$ cat config.mk
export PLATFORM = sky130hd
export DESIGN_NAME = sram_wb_port_ctrl
export DESIGN_NICKNAME = d
export VERILOG_FILES = /design/src/rtl/sram_ctrl_pkg.sv /design/src/rtl/sram_rmw_merge.sv /design/src/rtl/sram_wb_port_ctrl.sv
export SDC_FILE = /design/constraint.sdc
export NUM_CORES = 1
export LEC_CHECK = 0
export ABC_AREA = 1
export BUFFER_PORTS_ARGS = -buffer_cell sky130_fd_sc_hd__buf_2
export CAP_MARGIN = 20
export CORE_MARGIN = 8
export CORE_UTILIZATION = 35
export DETAILED_ROUTE_END_ITERATION = 8
export GPL_TIMING_DRIVEN = 0
export SLEW_MARGIN = 10
export SYNTH_ARGS = -nofsm -noshare
export SYNTH_HDL_FRONTEND = slang
export SYNTH_SLANG_ARGS = --single-unit
$ cat constraint.sdc
create_clock -name wb_clk_i -period 3.9 [get_ports wb_clk_i]
set_input_delay 0.39 -clock wb_clk_i [delete_from_list [all_inputs] [get_ports wb_clk_i]]
set_output_delay 0.39 -clock wb_clk_i [all_outputs]
set_load 0.01 [all_outputs]
$ cat src/rtl/sram_ctrl_pkg.sv
// Shared types and helpers for the Wishbone-to-sky130 SRAM port controller.
// Bit 32 of each stored word holds even parity over bits 31:0.
package sram_ctrl_pkg;

  localparam int        DATA_W      = 32;
  localparam int        PAR_BIT     = 32;
  localparam logic [7:0] ERR_CNT_MAX = 8'hFF;

  typedef enum logic [2:0] {
    IDLE     = 3'd0,
    RD_ISSUE = 3'd1,
    RD_CAPT  = 3'd2,
    RMW_WR   = 3'd3,
    WR_DONE  = 3'd4,
    ACK_GAP  = 3'd5
  } state_t;

  // XOR over all 33 bits: 0 for a consistent stored word, 1 for a parity error.
  function automatic logic par33(input logic [DATA_W:0] w);
    return ^w;
  endfunction

endpackage

$ cat src/rtl/sram_rmw_merge.sv
// Byte merge of new write data over an existing word, producing the full
// 33-bit SRAM word with freshly generated parity in bit 32.
module sram_rmw_merge
  import sram_ctrl_pkg::*;
(
  input  logic [DATA_W-1:0] old_data,
  input  logic [DATA_W-1:0] new_data,
  input  logic [3:0]        sel,
  output logic [DATA_W:0]   word
);

  logic [DATA_W-1:0] merged;

  always_comb begin
    merged = old_data;
    for (int b = 0; b < 4; b++) begin
      if (sel[b]) merged[8*b +: 8] = new_data[8*b +: 8];
    end
    word = {par33({1'b0, merged}), merged};
  end

endmodule

$ cat src/rtl/sram_wb_port_ctrl.sv
// Wishbone-classic slave driving the single RW port of the 1024x33 SRAM macro,
// with parity on the spare bit and read-modify-write for partial-byte writes.
//
// state    | meaning
// ---------+------------------------------------------------------------
// IDLE     | waiting for a request; issues the first SRAM access
// RD_ISSUE | macro is capturing the read; chip select released
// RD_CAPT  | read data valid: capture, parity check, ack or issue RMW write
// RMW_WR   | merged full-word write in flight; ack the master
// WR_DONE  | write (or sel==0 no-op) issued; ack the master
// ACK_GAP  | ack low for one cycle so the held stb is not re-sampled
module sram_wb_port_ctrl
  import sram_ctrl_pkg::*;
#(
  parameter logic [31:0] BASE_ADDR  = 32'h3000_0000,
  parameter int          ADDR_WIDTH = 10
) (
  input  logic                  wb_clk_i,
  input  logic                  wb_rst_i,
  input  logic                  wbs_cyc_i,
  input  logic                  wbs_stb_i,
  input  logic                  wbs_we_i,
  input  logic [3:0]            wbs_sel_i,
  input  logic [31:0]           wbs_adr_i,
  input  logic [31:0]           wbs_dat_i,
  output logic                  wbs_ack_o,
  output logic [31:0]           wbs_dat_o,
  output logic                  sram_csb0,
  output logic                  sram_web0,
  output logic [3:0]            sram_wmask0,
  output logic                  sram_spare_wen0,
  output logic [ADDR_WIDTH-1:0] sram_addr0,
  output logic [32:0]           sram_din0,
  input  logic [32:0]           sram_dout0,
  output logic                  parity_err_o,
  output logic [7:0]            err_cnt_o,
  output logic [ADDR_WIDTH-1:0] err_addr_o,
  input  logic                  err_clr_i
);

  state_t state_q, state_d;

  logic                  hit, req, take_req;
  logic                  full_wr, partial_wr;
  logic                  rmw_q;
  logic [DATA_W-1:0]     wr_dat_q;
  logic [3:0]            wr_sel_q;
  logic [DATA_W-1:0]     mrg_dat;
  logic [3:0]            mrg_sel;
  logic [DATA_W:0]       mrg_word;

  logic                  csb_d, web_d, spare_d, ack_d, rd_load;
  logic [3:0]            wmask_d;
  logic [ADDR_WIDTH-1:0] addr_d;
  logic [32:0]           din_d;
  logic                  err_event;

  logic unused_adr;
  assign unused_adr = ^wbs_adr_i[1:0];

  assign hit        = (wbs_adr_i[31:12] == BASE_ADDR[31:12]);
  assign req        = wbs_cyc_i & wbs_stb_i & hit;
  assign take_req   = (state_q == IDLE) & req;
  assign full_wr    = wbs_we_i & (wbs_sel_i == 4'hF);
  assign partial_wr = wbs_we_i & (wbs_sel_i != 4'h0) & (wbs_sel_i != 4'hF);

  // In IDLE the live bus data feeds the merge; later phases use the latched copy
  // so a master dropping cyc mid-RMW cannot corrupt the word being written.
  assign mrg_dat = take_req ? wbs_dat_i : wr_dat_q;
  assign mrg_sel = take_req ? wbs_sel_i : wr_sel_q;

  sram_rmw_merge u_merge (
    .old_data (sram_dout0[DATA_W-1:0]),
    .new_data (mrg_dat),
    .sel      (mrg_sel),
    .word     (mrg_word)
  );

  always_ff @(posedge wb_clk_i or posedge wb_rst_i) begin
    if (wb_rst_i) state_q <= IDLE;
    else          state_q <= state_d;
  end

  always_comb begin
    state_d = state_q;
    csb_d   = 1'b1;
    web_d   = 1'b1;
    wmask_d = 4'h0;
    spare_d = 1'b0;
    addr_d  = sram_addr0;
    din_d   = sram_din0;
    ack_d   = 1'b0;
    rd_load = 1'b0;
    case (state_q)
      IDLE: begin
        if (req) begin
          addr_d = wbs_adr_i[ADDR_WIDTH+1:2];
          if (full_wr) begin
            csb_d   = 1'b0;
            web_d   = 1'b0;
            wmask_d = 4'hF;
            spare_d = 1'b1;
            din_d   = mrg_word;
            state_d = WR_DONE;
          end else if (!wbs_we_i || partial_wr) begin
            csb_d   = 1'b0;
            state_d = RD_ISSUE;
          end else begin
            state_d = WR_DONE;
          end
        end
      end
      RD_ISSUE: state_d = RD_CAPT;
      RD_CAPT: begin
        // Merge straight off dout so the RMW write is issued on the capture edge.
        if (rmw_q) begin
          csb_d   = 1'b0;
          web_d   = 1'b0;
          wmask_d = 4'hF;
          spare_d = 1'b1;
          din_d   = mrg_word;
          state_d = RMW_WR;
        end else begin
          rd_load = 1'b1;
          ack_d   = 1'b1;
          state_d = ACK_GAP;
        end
      end
      RMW_WR: begin
        ack_d   = 1'b1;
        state_d = ACK_GAP;
      end
      WR_DONE: begin
        ack_d   = 1'b1;
        state_d = ACK_GAP;
      end
      ACK_GAP: state_d = IDLE;
      default: state_d = IDLE;
    endcase
  end

  always_ff @(posedge wb_clk_i or posedge wb_rst_i) begin
    if (wb_rst_i) begin
      sram_csb0       <= 1'b1;
      sram_web0       <= 1'b1;
      sram_wmask0     <= 4'h0;
      sram_spare_wen0 <= 1'b0;
      sram_addr0      <= '0;
      sram_din0       <= '0;
      wbs_ack_o       <= 1'b0;
      wbs_dat_o       <= '0;
    end else begin
      sram_csb0       <= csb_d;
      sram_web0       <= web_d;
      sram_wmask0     <= wmask_d;
      sram_spare_wen0 <= spare_d;
      sram_addr0      <= addr_d;
      sram_din0       <= din_d;
      wbs_ack_o       <= ack_d & wbs_cyc_i;
      if (rd_load) wbs_dat_o <= sram_dout0[DATA_W-1:0];
    end
  end

  always_ff @(posedge wb_clk_i or posedge wb_rst_i) begin
    if (wb_rst_i) begin
      rmw_q    <= 1'b0;
      wr_dat_q <= '0;
      wr_sel_q <= 4'h0;
    end else if (take_req) begin
      rmw_q    <= partial_wr;
      wr_dat_q <= wbs_dat_i;
      wr_sel_q <= wbs_sel_i;
    end
  end

  assign err_event = (state_q == RD_CAPT) & par33(sram_dout0);

  always_ff @(posedge wb_clk_i or posedge wb_rst_i) begin
    if (wb_rst_i) begin
      parity_err_o <= 1'b0;
      err_cnt_o    <= 8'h00;
      err_addr_o   <= '0;
    end else if (err_clr_i) begin
      parity_err_o <= 1'b0;
      err_cnt_o    <= 8'h00;
      err_addr_o   <= '0;
    end else if (err_event) begin
      parity_err_o <= 1'b1;
      if (err_cnt_o != ERR_CNT_MAX) err_cnt_o <= err_cnt_o + 8'd1;
      err_addr_o   <= sram_addr0;
    end
  end

endmodule

==> metrics list, run 1 <==
- The routed layout has 8,176 vias.
* Boundary pin count: 209
* Placement Rows: 55
- # DRC: 0
- Unique masters post-synth: 28
* Total core area: 0.0226 mm^2
- The worst setup path is launched from a register.
* Detailed router's first-iteration violation count: 532
- In this run the tightest slew margin relative to its limit is 50.4%.
- Min-delay src: wbs_adr_i[4]
* Status: finished, final reports clean
- The worst hold path was traced through 3 stages.
- Among cell families on the critical path, the largest total delay comes from buffers and inverters.
* Max-cap violations: 0
- The die covers 0.0282 mm^2.
- TritonCTS built the clock tree.
- Reg2Reg Setup Slack: 0.91 ns
- Setup repair after global routing left no endpoint under its margin.
- The tightest min-delay check is of the in2reg type.
- Power Total: 4.91 mW
- Endpoint of the worst hold-timing path: sram_addr0[2]
- Entering global routing, the biggest net connects 38 pins.
* Count of clock tree sinks: 138
- CTS buffer count: 17
- Global routing met2 resource utilization: 32.2%
- A synthesized cell averages 6.99 um^2.
- Wire length of the first global-routing pass: 43,200 um
* Setup repair bufs after CTS: 0
* Final clock period utilization by the worst path: 76.6%
- Synthesized instance count: 1,157
- Of the cells placed in the final design, the portion with a size suffix greater than 1 is 21.2%.
- Part of the Yosys area used for sequential elements: 42.7%
- Summed over all layers, the global routing overflow is 0.
- Reported leakage power: 5.76 nW
- The signal on the critical path passes through or2_4 > nor2_8 > nand4_1 > inv_1 > buf_4 > a21oi_1 > clkbuf_1 > clkbuf_1 > nand2_1 > o21ai_0.
- Hold-fix buffer count after cts: 1
- In this design, the stage delay of the slowest critical-path cell is 0.56 ns.
- Worst Path Class, Setup: reg2reg
- Maximum level of the CTS H-tree: 4
* Count of TritonRoute iterations in the first routing pass: 5
- Critical register-to-register path startpoint: state_q[2]
- Synthesis inferred 138 register bits.
- Vias in the first global route: 8,156
- Setup violators final: 0
- Met1 usage: 24.3%
- Library cell with the highest instance count after synthesis: sky130_fd_sc_hd__nand2_1
- For this run, the total global-route usage over all layers was measured as 19.3%.
- After the last flow step, the layout net total stands at 1,495.
* Largest vdd supply drop: 0.000251 V
- The congestion estimate from routability-driven global placement came to 0.865.
* Clock tree skew after final layout: 0.00689 ns
* Crit end category: register
- Of all cell types, the one taking the most synthesized area is sky130_fd_sc_hd__dfrtp_1.
- Prevailing post-synth register cell: sky130_fd_sc_hd__dfrtp_1
* Area growth from synthesis to layout: 25.2%
- At the worst endpoint, the required time is 4.23 ns.
* Most Crowded Layer GR: met2
* Cell types with the largest area share after synthesis: sky130_fd_sc_hd__dfrtp_1 42%, sky130_fd_sc_hd__nand2_1 25%, sky130_fd_sc_hd__nand3_1 5.5%
* Max Fanout on Critical Path: 10
- Source-to-sink clock delay at the later pin of the worst-skew pair: 0.42 ns
- Initial antenna violation count: 3
- Share of flip-flops with an asynchronous set or reset after synthesis: 100%
- Clock transition time at the flip-flop clock pins of the worst setup and hold paths: 0.06 ns
- Worst-Margin Slew: 0.744 ns
* Most numerous cell on the critical path: sky130_fd_sc_hd__clkbuf_1
* Antenna Violating Nets Remaining: 0
- Die width: 168 um
* Endpoint of the most critical register-to-register path: sram_din0[8]
- Cell with the largest stage delay on the worst path: sky130_fd_sc_hd__clkbuf_1
- In the routed layout, each cell is associated on average with a via count of 4.86.
- The tree is rooted in a sky130_fd_sc_hd__clkbuf_16.
- For this run, the number of Yosys warnings is 0.
* Max Root-Sink Buffers: 2
* Mapped Area: 0.00809 mm^2
- The filler cells instantiated in the layout total 2,351.
- From bottom edge to top edge, the die measures 168 um.
- EDFF count, synth: 0
- R2R depth: 10
- F_max: 0.335 GHz
* Number of buffers and inverters on the critical path: 4
- Final number of hold-violating endpoints: 0
- Total power per unit cell area: 485 mW/mm^2
- STA puts the critical path data arrival time at 3.32 ns.
- In the final timing run, aggregate negative setup slack is 0 ns.
* Net Count, Synth: 1,265
* Antenna Diode Count: 0
- CTS resizes: 0
- Overall routed net length: 27,300 um
* Area share of the largest cell type after synthesis: 42.1%
* Number of buffer cells added on primary ports: 206
* Post-detail-place hpwl: 21,300 um
- Counting instances in the post-synthesis netlist gives the leading cell types as 532 x sky130_fd_sc_hd__nand2_1, 136 x sky130_fd_sc_hd__dfrtp_1, 117 x sky130_fd_sc_hd__inv_1.
- Post-DR wirelength/cell: 16.2 um
* Final max-slew violation count: 0
- Met3 track utilization from global routing: 5.00%
- Initial Util: 35.7%
* Post-layout min period: 2.99 ns
[sequential cells by signal (all words and copies together) (netlist names), 3 cells and up]
name	cells
wr_dat_q	32
wr_sel_q	4
wbs_dat_o	32
state_q	3
err_addr_o	10
sram_addr0	10
sram_din0	33
err_cnt_o	8
[power by group]
part | internal, mW | switching, mW | leakage, nW | total [mW]
registers | 1.67 | 0.141 | 1.65 | 1.81
clock network | 0.906 | 0.664 | 0.264 | 1.57
logic | 0.548 | 0.983 | 3.85 | 1.53
total | 3.12 | 1.79 | 5.76 | 4.91
[cells by family after synthesis]
group	Yosys count	share of synthesized area (%)
flip-flops	138	42.7
buffers and inverters	174	9.51
adder cells (fa/ha/maj)	1	0.155
AND/OR/NAND/NOR	732	38.9
AO/OA/AOI/OAI	75	4.70
XOR/XNOR	37	4.01
[through the flow]
stage          util [%]  setup slack (ns)  instances  hold WS, ns  area (um^2)
6_report           44.7             0.912       1684        0.158        10100
5_1_grt            44.7             0.618       1684        0.169        10100
4_1_cts            44.7             0.817       1684        0.144        10100
3_5_place_dp       42.2             0.646       1652        0.431         9560
3_3_place_gp       41.9             0.649       1648        0.451         9480
2_1_floorplan         -              1.65       1157        0.438         8090
[how the worst max path moves through the flow]
| stage | from | endpoint | slack [ns] | cells after the start |
|---|---|---|---|---|
| 5_1_grt | state_q[2] | sram_din0[16] | 0.62 | 10 |
| 4_1_cts | state_q[2] | sram_din0[15] | 0.82 | 10 |
| 3_5_place_dp | wbs_adr_i[19] | sram_din0[15] | 0.65 | 12 |
| 3_3_place_gp | wbs_adr_i[19] | sram_din0[16] | 0.65 | 12 |
| 6_report | state_q[2] | sram_din0[8] | 0.91 | 10 |
| 2_1_floorplan | wbs_adr_i[21] | sram_din0[32] | 1.65 | 22 |
[layout make-up]
type / instances / area, um^2 / area share (%)
buffer: 53 / 315 / 3.11
multi-input combinational: 845 / 3860 / 38.2
timing repair buffer: 211 / 1120 / 11.1
clock buffer: 20 / 457 / 4.51
inverter: 121 / 458 / 4.52
sequential: 138 / 3460 / 34.1
tap: 285 / 357 / 3.52
clock inverter: 11 / 97.6 / 0.964
[placed cells by master (no fill, tap or decap), types with 2 or more instances in the layout]
cell                         instances
sky130_fd_sc_hd__nand4_1            46
sky130_fd_sc_hd__nand4_4             5
sky130_fd_sc_hd__nand2_2             6
sky130_fd_sc_hd__inv_2               4
sky130_fd_sc_hd__nand3_1            89
sky130_fd_sc_hd__o21ai_0            70
sky130_fd_sc_hd__xnor2_1            26
sky130_fd_sc_hd__clkbuf_8            2
sky130_fd_sc_hd__xor2_1             11
sky130_fd_sc_hd__buf_12              4
sky130_fd_sc_hd__clkbuf_1           22
sky130_fd_sc_hd__o22ai_1             2
sky130_fd_sc_hd__dfstp_2             2
sky130_fd_sc_hd__nor4_1              2
sky130_fd_sc_hd__clkinvlp_4          5
sky130_fd_sc_hd__nand2_4             2
sky130_fd_sc_hd__clkinv_2            4
sky130_fd_sc_hd__buf_4               8
sky130_fd_sc_hd__nor3_1              4
sky130_fd_sc_hd__nor2_1             41
sky130_fd_sc_hd__clkbuf_16          17
sky130_fd_sc_hd__nor2_4              3
sky130_fd_sc_hd__buf_2             221
sky130_fd_sc_hd__buf_6               9
sky130_fd_sc_hd__nand2_1           532
sky130_fd_sc_hd__dfrtp_1           136
sky130_fd_sc_hd__inv_1             116
[worst min-delay path, stage by stage]
cell                      delay, ns
sky130_fd_sc_hd__buf_2         0.08
sky130_fd_sc_hd__nand2_1       0.04
sky130_fd_sc_hd__nand2_1       0.04
[metal layers]
metal | up-vias | part of all wire (%)
met3 | 34 | 7.3
met1 | 3792 | 44
met2 | 256 | 47
li1 | 4088 | -
met4 | 6 | 1.4
met5 | - | 0.13
Note: power is estimated with default switching activity, not from simulation.
==> inputs of run 2 (changes only) <==
==> constraint.sdc (replaced) <==
create_clock -name wb_clk_i -period 3 [get_ports wb_clk_i]
set_input_delay 0.3 -clock wb_clk_i [delete_from_list [all_inputs] [get_ports wb_clk_i]]
set_output_delay 0.3 -clock wb_clk_i [all_outputs]
set_load 0.01 [all_outputs]
==> run 2 against run 1 <==
Sequential cell count stayed put. Register-to-register slack worse by 0.66 ns. Global-route usage stayed put. Final area hardly changed. Combinational power is 31% higher. Power is 30% higher. Core utilization hardly changed. First-iteration DRC count is 5.3% lower. Maximum frequency is 8.6% higher. Critical path type unchanged. Highest routed layer unchanged.
==> metrics list, run 2 (synthesized netlist as in run 1, its figures left out) <==
- The average wire per standard cell was 16.3 um (+0.37%).
- The sum of internal, switching and leakage power is 6.39 mW (+30%).
* Most common cell after layout, fill and taps aside: sky130_fd_sc_hd__nand2_1
* Setup repair bufs after CTS: 0 (unchanged)
- Setup repair after global routing missed its margin: yes
* NetSw: 2.33 mW (+30%)
* Proportion of layout cells with a drive suffix above 1: 21.5% (+0.29 points)
- Cell-by-cell trace of the critical path: or2_4 > nor2_8 > buf_6 > nand4_4 > nand2_2 > buf_6 > nand2_1 > nand2_1 > nand2_1 > nand2_1 > nand2_1 > nand2_1 > nand3_1 > nand2_1 > nor2_1 > nor2_2 > nand2_1 > nand3_1 > nand2_1
- Arrival time at the worst endpoint: 3.06 ns (-0.26 ns)
* Placement Rows: 55 (unchanged)
- The flow ran to the end, and the final reports show no timing, DRC or antenna violations.
- Proportion of power drawn by combinational gates: 31.3% (about the same)
- Source-to-sink clock delay at the later pin of the worst-skew pair: 0.42 ns (about the same)
- The number of buffer and inverter stages on the critical path came to 2 (-2).
* Count of TritonRoute iterations in the first routing pass: 5 (unchanged)
* Vias in the first global route: 8,156 (unchanged)
- Reported leakage power: 5.77 nW (+0.14%)
- The clock skew after layout was 0.00866 ns (+0.00178 ns).
- The clock sink count is 138 (unchanged).
- Power Internal: 4.06 mW (+30%)
- Leading cell types in the layout, fill and taps excluded: 532 x sky130_fd_sc_hd__nand2_1, 221 x sky130_fd_sc_hd__buf_2, 136 x sky130_fd_sc_hd__dfrtp_1, 116 x sky130_fd_sc_hd__inv_1, 89 x sky130_fd_sc_hd__nand3_1
* Total power per unit cell area: 631 mW/mm^2 (+30%)
- Final-layout setup total negative slack: 0 ns (unchanged)
- Most numerous cell on the critical path: sky130_fd_sc_hd__nand2_1
- Dominant delay contributor by cell family on the critical path: simple AND/OR/NAND/NOR gates
- Die width: 168 um (unchanged)
* Minimum hold slack: 0.0699 ns (-0.0885 ns)
- The number of setup violations in the final report is 0 (unchanged).
- The share of power burned in registers came to 36.8% (about the same).
- Wire length of the first global-routing pass: 43,200 um (unchanged)
- Final standard cell count with taps included and fillers excluded: 1,684 (unchanged)
* Antenna Violating Nets Remaining: 0 (unchanged)
- The area enclosed by the die boundary was 0.0282 mm^2 (unchanged).
- The maximum count of clock buffers along a single path came to 2 (unchanged).
- The average via count per standard cell was 4.86 (+0.13%).
- TritonCTS built the clock tree.
* Crit end category: register
- Initial Util: 35.7% (unchanged)
* Antenna Diode Count: 0 (unchanged)
- Area growth from synthesis to layout: 25.2% (about the same)
* Worst Path Class, Setup: reg2reg
- Worst hold path type: in2reg
- Overall global routing resource usage: 19.3% (unchanged)
- The slowest stage of the critical path is the sky130_fd_sc_hd__dfrtp_1 cell.
- The count of filler cells inserted in the layout was 2,350 (-0.043%).
- Switching portion of total power: 36.5% (+0.048 points)
- Max FFs per register: 33 (unchanged)
- The largest incremental delay on the critical path came to 0.40 ns (-0.16 ns).
* Fraction of power consumed by the clock network: 31.9% (about the same)
- Final Util: 44.7% (about the same)
* Final weighted congestion of routability-driven global placement: 0.865 (unchanged)
* Largest net degree at the start of global routing: 38 (unchanged)
* Cell count after placement: 1,652 (unchanged)
- Max Fanout on Critical Path: 10 (unchanged)
* Register ranked first by flip-flop count: sram_din0
* Library cell used as clock root buffer: sky130_fd_sc_hd__clkbuf_16
* DR vias: 8,187 (+0.13%)
- Maximum level of the CTS H-tree: 4 (unchanged)
* Required time of the critical path: 3.31 ns (-0.92 ns)
- The number of antenna violations at the first check in global routing came to 3 (unchanged).
* Final max-slew violation count: 0 (unchanged)
* Post-layout min period: 2.75 ns (-0.237 ns)
* GRT overflow: 0 (unchanged)
- The total I/O pin count is 209 (unchanged).
* CTS buffer count: 17 (unchanged)
- Number of nets in the finished design: 1,495 (unchanged)
- The post-route clock period utilization was 91.7% (+15 points).
- Worst-Margin Slew: 0.742 ns (-0.00233 ns)
* Number of buffer cells added on primary ports: 206 (unchanged)
- Clock transition time at the flip-flop clock pins of the worst setup and hold paths: 0.06 ns (about the same)
- The timing-limited maximum frequency is 0.363 GHz (+8.6%).
- The DRC violation total after the first TritonRoute iteration is 504 (-5.3%).
- Post-detail-place hpwl: 21,300 um (unchanged)
* CP startpoint kind: register
- Max-cap violations: 0 (unchanged)
- The total wire length after detailed routing was 27,400 um (+0.37%).
- The core region area came to 0.0226 mm^2 (unchanged).
- Rel. slew slack: 50.6% (+0.16 points)
- # DRC: 0 (unchanged)
* Largest vdd supply drop: 0.000325 V (+29%)
- The number of failing hold endpoints at the final stage came to 0 (unchanged).
* Leading registers by flop count: sram_din0 (33), wbs_dat_o (32), wr_dat_q (32)
* Die Span Y: 168 um (unchanged)
## run 2: metrics by stage
step,instance area (um^2),setup slack (ns)
2_1_floorplan,8090,0.773
3_3_place_gp,9480,-0.161
3_5_place_dp,9560,-0.164
4_1_cts,10100,0.0955
5_1_grt,10100,-0.0749
6_report,10100,0.249
## run 2: repair_timing
action	in CTS	in global routing
endpoints found under the hold margin	13	0
gates resized for setup	1	5
hold buffers	1	0
setup endpoints to repair	11	12
## run 2: tightest hold or removal path: cells and delay by family
family,cells,cell delay (ns)
buffers and inverters,1,0.08
and+or+nand+nor,2,0.08
## run 2: worst paths after layout
kind                              start       endpoint  slack [ns]  cells past startpoint
setup / recovery             state_q[2]  sram_din0[32]        0.25                     19
hold / removal             wbs_adr_i[4]  sram_addr0[2]        0.07                      3
setup reg to reg             state_q[2]  sram_din0[32]        0.25                     19
hold reg to reg            wbs_dat_o[1]   wbs_dat_o[1]        0.47                      2
max in group asynchronous      wb_rst_i  sram_din0[10]        1.85                      5
min in group asynchronous      wb_rst_i   err_cnt_o[2]        0.44                      3
## run 2: cell type report
| class | count | area [um^2] | area share (%) |
|---|---|---|---|
| clock inverter | 11 | 97.6 | 0.963 |
| tap | 285 | 357 | 3.52 |
| sequential | 138 | 3460 | 34.1 |
| clock buffer | 20 | 457 | 4.51 |
| timing repair buffer | 211 | 1120 | 11.1 |
| multi-input combinational | 845 | 3860 | 38.2 |
| buffer | 53 | 319 | 3.15 |
| inverter | 121 | 458 | 4.52 |
## run 2: layer usage
metal	vias up	GRT usage [%]	share of wire (%)
li1	4088	-	-
met1	3815	24.3	44
met2	248	32.2	47
met3	30	5.00	7.2
met4	6	5.47	1.2
met5	-	0	0.13
## run 2: power groups by stage
stage	Sequential [mW]	Clock, mW	Combinational, mW
6_report	2.35	2.04	2.00
5_1_grt	2.40	2.17	2.23
4_1_cts	2.35	2.09	2.03
3_5_place_dp	2.38	0	2.02
3_3_place_gp	2.38	0	1.98
2_1_floorplan	2.50	0	1.06
